===== config.mk =====
export PLATFORM = sky130hd
export DESIGN_NAME = bsg_manycore_barrier_ctrl
export DESIGN_NICKNAME = d
export VERILOG_FILES = /design/src/rtl/bsg_manycore_barrier_ctrl.sv
export SDC_FILE = /design/constraint.sdc
export NUM_CORES = 1
export LEC_CHECK = 0
export ABC_AREA = 1
export CAP_MARGIN = 30
export CORE_ASPECT_RATIO = 0.9
export CORE_UTILIZATION = 25
export CTS_CLUSTER_DIAMETER = 200
export DETAILED_ROUTE_END_ITERATION = 6
export GPL_ROUTABILITY_DRIVEN = 0
export PLACE_DENSITY = 0.51
export SLEW_MARGIN = 30
export SYNTH_ARGS = -nofsm -noshare
export SYNTH_HDL_FRONTEND = slang
export SYNTH_SLANG_ARGS = --single-unit

===== constraint.sdc =====
create_clock -name clk_i -period 3.27 [get_ports clk_i]
set_input_delay 0.654 -clock clk_i [delete_from_list [all_inputs] [get_ports clk_i]]
set_output_delay 0.654 -clock clk_i [all_outputs]
set_load 0.01 [all_outputs]

===== src/rtl/bsg_manycore_barrier_ctrl.sv =====
// Per-tile barrier controller: holds the barrier configuration, runs the local
// phase toggle on join, and waits for the network to echo the phase back.
module bsg_manycore_barrier_ctrl
  #(parameter int barrier_dirs_p  = 7
   ,parameter int timeout_width_p = 16
   ,parameter int timeout_p       = 4096
   ,localparam int barrier_lg_dirs_lp = ((barrier_dirs_p + 1) == 1) ? 1 : $clog2(barrier_dirs_p + 1)
   )
  (input  logic                          clk_i
  ,input  logic                          reset_n_i

  ,input  logic                          cfg_v_i
  ,input  logic [barrier_dirs_p-1:0]     cfg_src_mask_i
  ,input  logic [barrier_lg_dirs_lp-1:0] cfg_dest_i
  ,output logic                          cfg_ready_o

  ,input  logic                          join_v_i
  ,output logic                          join_ready_o

  ,input  logic                          barrier_data_i
  ,output logic                          barrier_data_o

  ,output logic [barrier_dirs_p-1:0]     src_r_o
  ,output logic [barrier_lg_dirs_lp-1:0] dest_r_o
  ,output logic                          done_o
  ,output logic                          error_o
  );

  typedef enum logic [1:0] {IDLE, READY, WAIT} state_e;

  // Counter value on the last permitted wait cycle; unused when timeout_p == 0.
  localparam logic [timeout_width_p-1:0] timeout_last_lp = timeout_width_p'(timeout_p - 1);

  state_e                        state_reg, state_next;
  logic                          phase_reg, phase_next;
  logic [barrier_dirs_p-1:0]     src_reg, src_next;
  logic [barrier_lg_dirs_lp-1:0] dest_reg, dest_next;
  logic [timeout_width_p-1:0]    count_reg, count_next;
  logic                          error_reg, error_next;
  logic                          done_reg, done_next;

  logic cfg_hs, join_hs, match, timeout_hit, count_max;

  assign cfg_ready_o  = (state_reg != WAIT);
  assign join_ready_o = (state_reg == READY);
  assign cfg_hs       = cfg_v_i & cfg_ready_o;
  assign join_hs      = join_v_i & join_ready_o;

  // The network has completed once it reflects our phase back on the P port.
  assign match        = (barrier_data_i == phase_reg);
  assign count_max    = &count_reg;
  assign timeout_hit  = (timeout_p != 0) && (count_reg == timeout_last_lp);

  always_comb begin
    state_next = state_reg;
    phase_next = phase_reg;
    src_next   = src_reg;
    dest_next  = dest_reg;
    count_next = count_reg;
    error_next = error_reg;
    done_next  = 1'b0;

    case (state_reg)
      IDLE:    if (cfg_hs) state_next = READY;
      READY:   if (join_hs) state_next = WAIT;
      WAIT: begin
        if (match) begin
          state_next = READY;
          done_next  = 1'b1;
        end else begin
          if (!count_max) count_next = count_reg + 1'b1;
          if (timeout_hit) error_next = 1'b1;
        end
      end
      default: state_next = IDLE;
    endcase

    // cfg and join may land on the same READY edge; both take effect together.
    if (cfg_hs) begin
      src_next  = cfg_src_mask_i;
      dest_next = cfg_dest_i;
    end
    if (join_hs) begin
      phase_next = ~phase_reg;
      count_next = '0;
      error_next = 1'b0;
    end
  end

  always_ff @(posedge clk_i) begin
    if (!reset_n_i) begin
      state_reg <= IDLE;
      phase_reg <= 1'b0;
      src_reg   <= '0;
      dest_reg  <= '0;
      count_reg <= '0;
      error_reg <= 1'b0;
      done_reg  <= 1'b0;
    end else begin
      state_reg <= state_next;
      phase_reg <= phase_next;
      src_reg   <= src_next;
      dest_reg  <= dest_next;
      count_reg <= count_next;
      error_reg <= error_next;
      done_reg  <= done_next;
    end
  end

  assign barrier_data_o = phase_reg;
  assign src_r_o        = src_reg;
  assign dest_r_o       = dest_reg;
  assign done_o         = done_reg;
  assign error_o        = error_reg;

endmodule


# Yosys cells after proc, flatten, opt, wreduce, memory -nomap -nowiden

Index checks and enable logic that the tools add are counted.

Register bits: 31
Output and inout port bits: 15
Logic and storage cells: 34

Add/sub/neg operators: 1
Eq/ne operators: 8
Multiplexer cells: 5
Bitwise operators: 6
Reductions and logical operators: 7

Operator list:

| operator                                              | count |
|---|---|
| adder 16 x 1 -> 16 bit, second input constant         | 1 |
| equality test 16 x 12 -> 1 bit, second input constant | 1 |
| AND reduction 16 bit                                  | 1 |
| AND reduction 3 bit                                   | 3 |
| 2-to-1 mux 2 bit                                      | 3 |
| inequality test 2 bit, second input constant          | 3 |
| case mux 2 bit (3 select lines)                       | 1 |
| inverter 1 bit                                        | 4 |
| AND 1 bit                                             | 2 |
| equality test 2 x 1 -> 1 bit, second input constant   | 1 |
| equality test 2 bit, second input constant            | 1 |
| zero test 2 bit                                       | 1 |
| inequality test 2 x 1 -> 1 bit, second input constant | 1 |
| AND reduction 2 bit                                   | 1 |
| OR reduction 2 bit                                    | 1 |
| equality test 1 bit                                   | 1 |
| 2-to-1 mux 1 bit                                      | 1 |

# Longest topological paths before layout

Gate-level depths: netlist of the first run.

Word-level depth: 4
Depth in mapped cells: 10
Gate-level depth less buffers: 10

# Worst setup path before layout of the first run

No wires, ideal clock.

Path kind: input to register
Start: in barrier_data_i
End: reg count_reg[11]
Library setup time: 0.066 ns
Data arrival time: 1.441 ns
Data required time: 3.204 ns
Slack: 1.763 ns
Stages on the path: 6
Cells stage by stage: xor2_1 > nand2_2 > nor2_4 > buf_6 > nand2_1 > a21oi_2

Word-level cells in the longest chain between the ends: 3

RTL lines:

| item                                 | RTL line | source |
|---|---|---|
| from (decl)                          | 20       | `,input logic barrier_data_i` |
| equality test 1 bit                  | 50       | `assign match = (barrier_data_i == phase_reg);` |
| inverter 1 bit (no source line)      | -        |  |
| AND reduction 3 bit (no source line) | -        |  |
| to (signal assigned)                 | 104      | `count_reg <= count_next;` |
| to (decl)                            | 38       | `logic [timeout_width_p-1:0] count_reg, count_next;` |

Every way passes these cells.
A chain may end at the register's enable or synchronous reset.

# Worst setup path after layout of the first run

Start: reg state_reg[0]
End: out join_ready_o

Word-level cells in the longest chain between the ends: 1

RTL lines:

| item                         | RTL line | source |
|---|---|---|
| from (decl)                  | 34       | `state_e state_reg, state_next;` |
| from (signal assigned)       | 100      | `state_reg <= state_next;` |
| equality test 2 x 1 -> 1 bit | 45       | `assign join_ready_o = (state_reg == READY);` |
| to (decl)                    | 18       | `,output logic join_ready_o` |

Every way passes these cells.

==> results.cfg, run 1 <==
[power_and_ir_drop]
total_power_w = 0.000880
intPower_w = 0.000668
vdd_drop_max_v = 0.000155
swShare = 0.240
power_frac_seq = 0.454
power_frac_clock = 0.437
p_leak_nw = 0.746
combinationalPowerShare = 0.109
power_switching_w = 0.000211
powerDensity_mw_per_mm2 = 444

[finish]
final_common_cell = nand2_1
drive_gt1_frac = 0.0575
fin_nets = 276
fin_area_mm2 = 0.00198
syn_to_final_growth_pct = 30.7
largest_reg_flops = 16
diodes = 0
final_cell_mix = 58 x nand2_1, 51 x nor2_1, 31 x dfxtp_1, 29 x clkdlybuf4s50_1, 19 x inv_1
nFillCells = 641

[route]
wl_per_cell_um = 10.5
viasPerCell = 4.29
drtIter0Drc = 76
drtAntennaViolNets = 0
num_vias = 1420
first_pass_iters = 4
route.detailed.drc = 0
drt_wl_total_um = 3470

[global_routing]
antenna_found_initial = 0
grt_pass1_wl_um = 6200
grtUsageTotal = 0.126
grt-ovfl-total = 0
grt_pass1_vias = 1386
grt_max_degree = 19

[sta]
maxSlewHeadroom = 0.746
min_period_ps = 2040
finClkSkew_ps = 10.2
setup_tns_ps = 0
finalCritPeriodShare = 0.623
max_freq_mhz = 491
grt_setup_unrepaired = no
tightest_slew_ps = 380
setup_viol = 0
hold_viol = 0
drv_slew = 0

[job]
drv_cap = 0

[clocking]
cts_buffers = 5
cts_tree = yes
ctsHoldBuffers = 0
cts.path.max_buffers = 2
cts.repair.resized = 0
cts_setup_buffers = 0
numClockSinks = 31
clk_latency_ps = 290
htreeDepth = 2
cts_root_buffer = clkbuf_8
path_clk_slew_ps = 70

[logic_synthesis]
yosys_warnings = 0
synth_nets = 244
netlist_instances = 228
ys_ff_latch = 31
synthArstFlopShare = 0
synth_area_mm2 = 0.00152
syn_area_per_cell_um2 = 6.65
synth_flop_cell = dfxtp_1
synth_cell_types = 23
synth_edf_count = 0
seq_area_frac_synth = 0.410

[setup_path]
rrSetupSlack_ps = 1540
cp.required_ps = 2620
reg2reg_depth = 9
crit_chain = inv_1 > nor2_1 > clkdlybuf4s50_1
arrival_ps = 1380
reg2reg_to = count_reg[11]
startpoint_type = flip-flop
r2r_start = count_reg[0]
endpoint = join_ready_o
crit_fanout = 3
slowest_stage = clkdlybuf4s50_1
setup.worst_path.start = state_reg[0]
worstSetupPathType = reg2out
endpoint_kind = output port
slowest_delay_ps = 560

[die]
die_area_mm2 = 0.00638
rows = 26
die_w_um = 84.1
core_area_mm2 = 0.00576
ios = 30
start_util = 0.263
die_h_um = 75.9

[place]
port_buffers = 29
dpl_cell_area_mm2 = 0.00187
dp.final_hpwl_um = 2450

[worst_hold_path]
hold_path_class = reg2reg

[outcome]
status = finished, final reports clean
synth_stat cells, types with 2 or more instances:
cell type | count | area (um^2)
xor2_1 | 6 | 52.6
nand2_1 | 58 | 218
nand3b_1 | 2 | 15.0
inv_1 | 19 | 71.3
clkinv_1 | 2 | 7.51
buf_2 | 2 | 10.0
nor2_1 | 51 | 191
clkbuf_1 | 2 | 7.51
nand2_2 | 2 | 12.5
nand4_1 | 3 | 18.8
o21ai_0 | 12 | 60.1
a21oi_1 | 14 | 70.1
nand3_1 | 14 | 70.1
buf_6 | 2 | 22.5
dfxtp_1 | 31 | 621
worst min path at each step:
stage	start	to	slack, ps	cells after the start
finish	error_o	error_o	460	2
global route	error_o	error_o	490	2
CTS	error_o	error_o	470	2
detailed placement	error_o	error_o	460	2
global placement	error_o	error_o	450	2
floorplan	error_o	error_o	470	2
cells by family (layout without fill, tap and decap cells):
kind of cell	after synthesis	in the layout	synth area share
xor+xnor	7	7	0.0405
flops	31	31	0.410
compound gates	28	28	0.0974
simple gates	134	134	0.366
fa+ha+maj	1	1	0.00826
buf+inv	27	60	0.0785
power by group through the flow:
stage	Sequential, W	Combinational [W]	Clock [W]
after floorplan	0.000413	0.0000388	0
after global placement	0.000408	0.0000975	0
after detailed placement	0.000408	0.0000970	0
after CTS	0.000400	0.0000974	0.000400
after global routing	0.000402	0.000107	0.000414
final	0.000400	0.0000959	0.000384
per-stage QoR:
step,instances,worst slack (ps),util,hold WS (ps)
after floorplan,228,1760,-,474
after global placement,323,1090,0.324,448
after detailed placement,323,1080,0.324,459
after CTS,331,1220,0.344,473
after global routing,331,1160,0.344,490
final,331,1230,0.344,461
per-layer routing:
layer / vias to the layer above / wire, um / track usage
li1: 785 / - / -
met1: 600 / 1830 / 0.157
met2: 30 / 1390 / 0.200
met3: 5 / 196 / 0.0423
met4: 0 / 45 / 0.0575
met5: - / 0 / 0
critical path, delay by kind of cell (launching register included):
kind          cells  cell delay [ps]
buf+inv           2              610
flops             1              340
simple gates      1              140
cell type report:
cell class              instances  area (um^2)  share of cell area
well taps                      70         87.6              0.0442
repair buffers                 31          305               0.154
clock inverters                 3         43.8              0.0221
clock buffers                   5         68.8              0.0347
inverters                      21         78.8              0.0398
flip-flops and latches         31          621               0.313
multi-input cells             170          776               0.392
Note: power is estimated with default switching activity, not from simulation.
==> inputs of run 2 (changes only) <==
--- a/config.mk
+++ b/config.mk
@@ -12,7 +12,7 @@
 export CTS_CLUSTER_DIAMETER = 200
 export DETAILED_ROUTE_END_ITERATION = 6
 export GPL_ROUTABILITY_DRIVEN = 0
-export PLACE_DENSITY = 0.51
+export PLACE_DENSITY = 0.52
 export SLEW_MARGIN = 30
 export SYNTH_ARGS = -nofsm -noshare
 export SYNTH_HDL_FRONTEND = slang
==> constraint.sdc (replaced) <==
create_clock -name clk_i -period 1.8 [get_ports clk_i]
set_input_delay 0.36 -clock clk_i [delete_from_list [all_inputs] [get_ports clk_i]]
set_output_delay 0.36 -clock clk_i [all_outputs]
set_load 0.01 [all_outputs]
==> run 2 against run 1 <==
Sequential power is 81% higher. Global-route usage is 0.51 points lower. Critical path depth stayed put. Non-clock buffer count is 7 higher. First-iteration DRC count stayed put. Sequential share of layout area is 0.90 points lower. Flip-flop and latch count stayed put. Hold slack worse by 4.9 ps. Utilization is 1.0 points higher. Cell count is 2.1% higher.
==> results.cfg, run 2 (synthesis gave the netlist of run 1 again) <==
[clocking]
ctsHoldBuffers = 0
cts.path.max_buffers = 2
cts_root_buffer = clkbuf_8
clk_latency_ps = 280
path_clk_slew_ps = 70
htreeDepth = 2
cts_tree = yes
cts_buffers = 5
numClockSinks = 31

[finish]
fin_nets = 283
fin_area_mm2 = 0.00204
final_common_cell = nand2_1
final_cell_mix = 58 x nand2_1, 51 x nor2_1, 31 x dfxtp_1, 28 x clkdlybuf4s50_1, 19 x inv_1
drive_gt1_frac = 0.0821
syn_to_final_growth_pct = 34.6
diodes = 0
nFillCells = 626
largest_reg_flops = 16

[sta]
min_period_ps = 1670
finClkSkew_ps = 5.10
grt_setup_unrepaired = no
maxSlewHeadroom = 0.756
max_freq_mhz = 598
tightest_slew_ps = 362
setup_tns_ps = 0
finalCritPeriodShare = 0.930
hold_viol = 0
setup_viol = 0
drv_slew = 0

[global_routing]
grt-ovfl-total = 0
grtUsageTotal = 0.121
grt_pass1_wl_um = 6160
grt_pass1_vias = 1436
grt_max_degree = 19
antenna_found_initial = 0

[die]
die_area_mm2 = 0.00638
start_util = 0.263
die_h_um = 75.9
ios = 30
die_w_um = 84.1
core_area_mm2 = 0.00576
rows = 26

[setup_path]
worstSetupPathType = reg2out
cp.required_ps = 1440
endpoint_kind = output port
r2r_start = count_reg[1]
setup.worst_path.start = state_reg[0]
startpoint_type = flip-flop
arrival_ps = 1310
crit_fanout = 3

[route]
viasPerCell = 4.26
wl_per_cell_um = 10.2
drtIter0Drc = 76
drtAntennaViolNets = 0
drt_wl_total_um = 3450
route.detailed.drc = 0
first_pass_iters = 4
num_vias = 1441

[power_and_ir_drop]
powerDensity_mw_per_mm2 = 748
p_leak_nw = 0.790
vdd_drop_max_v = 0.000390

[outcome]
status = finished, final reports clean

[job]
drv_cap = 0

[place]
port_buffers = 29
dp.final_hpwl_um = 2570
dpl_cell_area_mm2 = 0.00193

[worst_hold_path]
hp-start = error_o
hold_path_class = reg2reg
run 2: timing repair:
| item | 4_1_cts | 5_1_grt |
|---|---|---|
| endpoints found under the hold margin | 0 | 0 |
| resized for setup | 0 | 1 |
| setup buffers | 0 | 0 |
| setup endpoints to repair | 0 | 1 |
run 2: path summary, 6_finish.rpt:
check / to / slack, ps / cells past startpoint
min: error_o / 460 / 2
max reg2reg: count_reg[13] / 240 / 9
min reg2reg: error_o / 460 / 2
max: cfg_ready_o / 130 / 3
run 2: metal layers:
layer  vias up  global-route usage  routed length, um
li1        799                   -                  -
met1       604               0.151               1780
met2        38               0.203               1440
met3         0              0.0423                235
met4         0              0.0287                  0
met5         -                   0                  0
run 2: worst max-delay path, stage by stage (launching register included):
cell and delay (ps):
dfxtp_1 340, inv_1 60, nand2_1 100, clkdlybuf4s50_1 550
run 2: cell type report:
class | count | area (um^2) | area share
clock buffers | 7 | 96.3 | 0.0472
well taps | 70 | 87.6 | 0.0429
clock inverters | 1 | 7.51 | 0.00368
repair buffers | 38 | 373 | 0.183
multi-input cells | 170 | 776 | 0.380
flip-flops and latches | 31 | 621 | 0.304
inverters | 21 | 78.8 | 0.0387
run 2: metrics by stage:
stage	utilization	worst slack, ps	power [W]	hold WS [ps]	std cells
6_report	0.354	126	0.00153	457	338
5_1_grt	0.354	26.3	0.00161	482	338
4_1_cts	0.354	60.7	0.00155	460	338
3_5_place_dp	0.336	5.00	0.000928	451	330
3_3_place_gp	0.336	42.5	0.000930	445	330
2_1_floorplan	-	346	0.000820	474	228
run 2: power by group:
part | total (W) | leakage [nW] | internal [W] | switching [W]
Clock | 0.000614 | 0.0505 | 0.000348 | 0.000267
Combinational | 0.000186 | 0.487 | 0.000101 | 0.0000851
Sequential | 0.000726 | 0.253 | 0.000711 | 0.0000142
Total | 0.00153 | 0.790 | 0.00116 | 0.000366
